## src/rtl/fifo_pkg.sv

```systemverilog
// Shared sizing helpers for the FIFO family: depth and occupancy-count width
// derived from the log2-depth parameter.
package fifo_pkg;

    function automatic int fifo_depth(input int m);
        return 32'sd1 << m;
    endfunction

    // One extra bit so that a completely full FIFO (count == depth) is representable.
    function automatic int fifo_count_width(input int m);
        return m + 32'sd1;
    endfunction

endpackage

```

## src/rtl/sync_fifo_ram.sv

```systemverilog
// Simple dual-port storage for sync_fifo: synchronous write port,
// asynchronous (combinational) read port, no reset on the array.
module sync_fifo_ram
    import fifo_pkg::*;
#(
    parameter int NB = 8,
    parameter int AW = 4
) (
    input  logic          clk,
    input  logic          wr_en_i,
    input  logic [AW-1:0] wr_addr_i,
    input  logic [NB-1:0] wr_data_i,
    input  logic [AW-1:0] rd_addr_i,
    output logic [NB-1:0] rd_data_o
);

    localparam int DEPTH = fifo_depth(AW);

    logic [NB-1:0] mem_q [0:DEPTH-1];

    // Write port: one word per accepted write handshake.
    always_ff @(posedge clk) begin
        if (wr_en_i) begin
            mem_q[wr_addr_i] <= wr_data_i;
        end
    end

    assign rd_data_o = mem_q[rd_addr_i];

endmodule

```

## src/rtl/sync_fifo.sv

```systemverilog
// Single-clock first-word-fall-through FIFO with valid/ready on both sides.
// Optional simulation messages on misuse are enabled by defining SYNC_FIFO_CHECK_EN.
module sync_fifo
    import fifo_pkg::*;
#(
    parameter int Nb = 8,
    parameter int M  = 4
) (
    input  logic          clk,
    input  logic          reset,
    input  logic [Nb-1:0] in_data,
    input  logic          in_valid,
    output logic          in_ready,
    output logic [Nb-1:0] out_data,
    output logic          out_valid,
    input  logic          out_ready,
    output logic [M:0]    count
);

    localparam int             CW      = fifo_count_width(M);
    localparam logic [CW-1:0]  DEPTH_C = CW'(fifo_depth(M));

    logic [M-1:0]  wr_ptr_q, wr_ptr_d;
    logic [M-1:0]  rd_ptr_q, rd_ptr_d;
    logic [CW-1:0] count_q,  count_d;
    logic          wr_s;
    logic          rd_s;

    // Ready/valid come only from the registered count, so a full FIFO never
    // writes through on a same-cycle read and an empty one never bypasses.
    assign in_ready  = (count_q != DEPTH_C);
    assign out_valid = (count_q != {CW{1'b0}});
    assign wr_s      = in_valid  && in_ready;
    assign rd_s      = out_valid && out_ready;
    assign count     = count_q;

    sync_fifo_ram #(
        .NB (Nb),
        .AW (M)
    ) u_ram (
        .clk       (clk),
        .wr_en_i   (wr_s),
        .wr_addr_i (wr_ptr_q),
        .wr_data_i (in_data),
        .rd_addr_i (rd_ptr_q),
        .rd_data_o (out_data)
    );

    // Next-state for pointers and occupancy.
    always_comb begin
        wr_ptr_d = wr_ptr_q;
        rd_ptr_d = rd_ptr_q;
        count_d  = count_q;
        if (wr_s) begin
            wr_ptr_d = wr_ptr_q + M'(1);
        end else begin
            wr_ptr_d = wr_ptr_q;
        end
        if (rd_s) begin
            rd_ptr_d = rd_ptr_q + M'(1);
        end else begin
            rd_ptr_d = rd_ptr_q;
        end
        case ({wr_s, rd_s})
            2'b10:   count_d = count_q + CW'(1);
            2'b01:   count_d = count_q - CW'(1);
            default: count_d = count_q;
        endcase
    end

    // State registers; reset wins over any handshake in the same cycle.
    always_ff @(posedge clk) begin
        if (reset) begin
            wr_ptr_q <= {M{1'b0}};
            rd_ptr_q <= {M{1'b0}};
            count_q  <= {CW{1'b0}};
        end else begin
            wr_ptr_q <= wr_ptr_d;
            rd_ptr_q <= rd_ptr_d;
            count_q  <= count_d;
        end
    end

`ifdef SYNC_FIFO_CHECK_EN
    // Misuse messages only; they never influence FIFO state.
    always @(posedge clk) begin
        if (!reset) begin
            if (in_valid && (count_q == DEPTH_C)) begin
                $display("%t %m: write attempted on full", $time);
            end
            if (out_ready && (count_q == {CW{1'b0}})) begin
                $display("%t %m: read attempted on empty", $time);
            end
            if (count_q > DEPTH_C) begin
                $display("%t %m: internal error, count %0d exceeds depth", $time, count_q);
            end
        end
    end
`endif

endmodule

```

## config.mk

```make
export PLATFORM = sky130hd
export DESIGN_NAME = sync_fifo
export DESIGN_NICKNAME = d
export VERILOG_FILES = /design/src/rtl/fifo_pkg.sv /design/src/rtl/sync_fifo_ram.sv /design/src/rtl/sync_fifo.sv
export SDC_FILE = /design/constraint.sdc
export NUM_CORES = 1
export LEC_CHECK = 0
export ABC_AREA = 1
export CORE_UTILIZATION = 50
export CTS_BUF_LIST = sky130_fd_sc_hd__clkbuf_8
export CTS_CLUSTER_SIZE = 20
export DETAILED_ROUTE_END_ITERATION = 10
export GPL_TIMING_DRIVEN = 1
export PLACE_DENSITY = 0.68
export SYNTH_ARGS = -nofsm -noshare
export SYNTH_HDL_FRONTEND = slang
export SYNTH_SLANG_ARGS = --single-unit
export TNS_END_PERCENT = 100
```

## constraint.sdc

```tcl
create_clock -name clk -period 2.5 [get_ports clk]
set_input_delay 0.25 -clock clk [delete_from_list [all_inputs] [get_ports clk]]
set_output_delay 0.25 -clock clk [all_outputs]
set_load 0.01 [all_outputs]
```

## After elaboration in Yosys (flattened, before gate mapping)

Memory sizes are Yosys's and may differ from the RTL's. A register that Yosys moved wholly into a read port is not among the register bits.
Cells that the tools add are included.

- Register bits: 13
- Memory bits (writable): 128
- Input bits: 12
- Output and inout port bits: 15
- Word-level logic and storage cells: 20
- Memories: 1

- $add $sub $neg: 4
- Eq/ne operators: 3
- Muxes and demuxes: 5
- Reduce and logical (&&, ||, !) cells: 4

Memories:

| memory | depth | width | rd ports | clocked after Yosys merged registers in | wr ports | line | source |
|---|---|---|---|---|---|---|---|
| u_ram.mem_q | 16 | 8 | 1 | 1 | 1 | sync_fifo_ram.sv:19 | `logic [NB-1:0] mem_q [0:DEPTH-1];` |

Operators by type and width:

| kind | number |
|---|---|
| $pmux 5 s2 | 1 |
| $add 4x1->4 const B | 2 |
| $mux 4 | 2 |
| $add 5x1->5 const B | 1 |
| $ne 5x5->1 const B | 1 |
| $reduce_bool 5->1 | 1 |
| $sub 5x1->5 const B | 1 |
| $eq 2x1->1 const B | 1 |
| $eq 2x2->1 const B | 1 |
| $logic_and 1x1->1 | 2 |
| $mux 1 | 2 |
| $reduce_bool 2->1 | 1 |

## Depth between registers and ports, before layout

- Word-level depth: 4
- Mapped depth: 15
- Gate-level depth less buffers: 15

## Hierarchy

A second synthesis with hierarchy kept.

- Cells, all modules: 651
- Area total of the unflattened synthesis: 6398.6 um^2

Modules (own cells, without submodules):

| module | times used | cells an instance | area each (um^2) | sequential area each (um^2) |
|---|---|---|---|---|
| sync_fifo_ram | 1 | 543 | 5606.6 | 3843.7 |
| sync_fifo | 1 | 108 | 792.0 | 260.2 |

## Least setup slack after synthesis

OpenSTA, ideal clock, no wires.

- Kind: register to register
- Start: reg count_q[1] (netlist: count[1])
- End: reg count_q[2] (netlist: count[2])
- Library setup time: 0.113 ns
- Arrival time: 1.854 ns
- Required time: 2.387 ns
- Setup slack: 0.533 ns
- Stages on the path, launching flop included: 13
- Buffers on the path: 0
- Period minus slack after synthesis: 1.967 ns
- Cells stage by stage: dfxtp_1 -> nor2_2 -> nand3_2 -> nand2_4 -> inv_6 -> ha_1 -> xor2_1 -> ha_1 -> inv_1 -> nand2_2 -> xor2_1 -> o21ai_1 -> inv_1

- Word-level cells in the longest chain between the ends: 4
- Elaborated cells on any way between the ends: 10
- Those cells by class: 2 x add/sub; 3 x eq/ne; 1 x mux; 4 x reduce/logical

RTL lines:

| item | line | source |
|---|---|---|
| start, declared | sync_fifo.sv:25 | `logic [CW-1:0] count_q, count_d;` |
| start signal, assigned | sync_fifo.sv:76 | `count_q <= {CW{1'b0}};` |
| start signal, assigned | sync_fifo.sv:80 | `count_q <= count_d;` |
| $reduce_bool 5->1 (*) | sync_fifo.sv:32 | `assign out_valid = (count_q != {CW{1'b0}});` |
| named net out_valid | sync_fifo.sv:15 | `output logic out_valid,` |
| $logic_and 1x1->1 (*) | sync_fifo.sv:34 | `assign rd_s = out_valid && out_ready;` |
| named net rd_s | sync_fifo.sv:27 | `logic rd_s;` |
| $eq 2x1->1 / $eq 2x2->1 (equally long branches) | sync_fifo.sv:64 | `case ({wr_s, rd_s})` |
| $pmux 5 s2 / $reduce_bool 2->1 (equally long branches) | -- |  |

The timed path passes the listed nets; every way through them passes the cells marked *.
A chain may end at the register's enable or synchronous reset.

==> results.md <==
* Via count at ~3800
* Most frequent cells after synthesis: edfxtp_1 (128), inv_1 (55), o21ai_0 (37)
* ANT cells at 0
* Yosys top cell by area: edfxtp_1
* Clock sink total at between 100 and 150
* DRC at 0
* Final Hold Viols at 0
* Status: complete, no violations
* Total Power at ~6.6 mW
* Grt ovf at 0
* Max-cap violations at 0
* Async S/R FF share, synth at 0
* RSZ-0062 raised after global routing: true
* Iteration count of the initial detailed-routing pass at 5
* Largest net degree at the start of global routing at 33
* Wl on met1 at around 5.3 mm
* Seq/Total Area, Yosys at 0.682
* Nets at 547
* Critical Path RT at 2250 ps
* Final slew viol count at 0
* Top Metal Used: met4
* Hold WC Path Type: in2reg
* Average cell area after synthesis at 12.9 um2
* CP max FO at 15
* Pleak at ~2.6 nW
* Clk_skew at between 8 and 9 ps
* First-pass GRT wire length at just over 20 mm
* GRT Total Usage at 0.218
* ANT nets after route at 0
* Gp weighted congestion at about 0.78
* Met3 wire len at roughly 900 um
* Synth unique cells at 32
* Post-synth EDFFs at 128
* Net count after synthesis at approximately 500
* Cell count after synthesis at between 400 and 500
* Final WL at 12.5 mm
* DRT iter0 DRCs at approximately 350
* Setup ws final at around 72 ps
* WHS at around 520 ps
* Core box area at ~0.012 mm2
* Worst rel slew slack at 0.556
* Full die area at approximately 0.013 mm2
* Post-Syn Area at between 0.006 and 0.007 mm2
* Max VDD drop at between 0.5 and 0.6 mV
* Max Freq at 412 MHz
* Cell row count at 40
* I/O Pins at 27
* Crit. End Element: output port
* Synth top area cells: edfxtp_1 (63%), dfxtp_1 (5.5%), mux2i_1 (5.2%), o211ai_1 (3.9%), inv_1 (3.4%)
* Area grow syn2layout at 16.2%
* Clk Latency, worst-skew pair at 440 ps
* Post-CTS Hold Fix Bufs at 0
* Minimum clock period at around 2400 ps
* H-tree depth at 4
* Top_reg_cell synth: edfxtp_1
* Num CTS Buffers at 17
* Setup TNS at 0 ps
* Tightest Pin Transition at about 660 ps
* Horiz. Die Dim at about 110 um
* CTS tree: built
* Clk root buf: clkbuf_8
* Layout filler cell count at just over 900
* Chip height at around 110 um
* Initial Utilization at 0.513
* Pwr Density at around 930 mW/mm2
* Clock buffer depth at 2
* Layout cells sized above 1 at 0.141
* Hpwl dp at about 8 mm
* Met2 wire len at roughly 6.0 mm
* Pre-CTS setup slack at ~340 ps
* Most numerous cell in the Yosys netlist: edfxtp_1
* Period utilization at 0.971
* Yosys warns at 0
* Synth top area share at 0.627
* Worst Path Class, Setup: reg2out
* Routed WL per cell at between 15 and 20 um
* Vias in the first global route at a little under 4000
* IO Port Bufs at 26
* Startpoint Class: register
* DR vias/cell at 5.53
* Critical Path AT at 2180 ps
* Initial antenna violation count at 0
* Final setup viols at 0
* Clk pin slew, worst setup/hold paths at around 70 ps
* Synthesized flop and latch total at 145
==> path summary, 6_finish.rpt <==
| check | to | slack [ps] | cells past startpoint | startpoint |
|---|---|---|---|---|
| worst max-delay path | out_data[3] | 70 | 7 | register |
| worst min-delay path | rd_ptr_q[1] | 520 | 3 | out_ready |
| worst max register to register | count[4] | 420 | 13 | count[1] |
| worst min register to register | wr_ptr_q[0] | 570 | 2 | wr_ptr_q[0] |
==> cells by family (layout without fill, tap and decap cells) <==
logic type / after synthesis / after routing / synth area share
DFF: 145 / 145 / 0.682
AOI/OAI and AO/OA: 109 / 109 / 0.107
and+or+nand+nor: 96 / 96 / 0.0802
buffers and inverters: 81 / 145 / 0.0549
muxes: 32 / 32 / 0.0522
adders and majority gates: 8 / 8 / 0.0163
xor gates and xnor gates: 5 / 5 / 0.00714
==> flip-flops by register name (all words and copies together), names as in the netlist, named ones only <==
signal and count:
u_ram.mem_q 128, count 5, rd_ptr_q 4, wr_ptr_q 4
==> report_power, final <==
part / leakage [nW] / total, mW / internal [mW] / switching [mW]
Combinational: 1.09 / 1.95 / 0.851 / 1.10
Sequential: 1.30 / 2.89 / 2.77 / 0.126
Clock: 0.196 / 1.78 / 0.958 / 0.824
Total: 2.58 / 6.63 / 4.58 / 2.05
==> layout make-up <==
type,count,area (um2),area share
clock buffers,17,234,0.0328
clock inverters,15,151,0.0212
inverters,57,223,0.0312
multi-input cells,250,1610,0.226
flip-flops and latches,145,4190,0.587
well taps,147,184,0.0258
repair buffers,56,537,0.0753
==> placed cells by master (no fill, tap or decap), drive strengths merged, types with 3 or more instances in the layout <==
| cell | n |
|---|---|
| nand2 | 30 |
| o21ai | 38 |
| nor2 | 30 |
| nor3b | 8 |
| nand3 | 21 |
| ha | 8 |
| dlymetal6s2s | 3 |
| clkinvlp | 4 |
| dfxtp | 17 |
| a21oi | 34 |
| clkdlybuf4s50 | 22 |
| edfxtp | 128 |
| nand4 | 3 |
| buf | 30 |
| clkinv | 7 |
| bufinv | 3 |
| inv | 58 |
| clkbuf | 17 |
| o211ai | 32 |
| mux2i | 32 |
| xor2 | 4 |
| a211oi | 3 |
==> worst max-delay path, cell delays in order (launching register included) <==
cell and delay, ps:
dfxtp_4 410, buf_4 210, a21oi_1 140, o21ai_0 110, o211ai_1 100, o211ai_1 110
nand2_1 100, clkdlybuf4s50_1 540
==> metrics by stage <==
step	cells	instance area, um2	util
3_5_place_dp	647	6670	0.557
4_1_cts	687	7120	0.595
2_1_floorplan	476	6130	-
3_3_place_gp	647	6670	0.557
6_report	687	7130	0.596
5_1_grt	687	7130	0.596
==> per-layer routing <==
layer  up-vias  track usage
li1       1819            -
met1      1837        0.290
met2       124        0.342
met3        22       0.0455
met4         0        0.111
met5         -            0
==> what timing repair did <==
action,CTS,global route
setup buffers,8,0
resized for setup,3,3
endpoints found under the setup margin,8,7
pin swaps,1,0
cloned,0,0
Note: power is estimated with default switching activity, not from simulation.
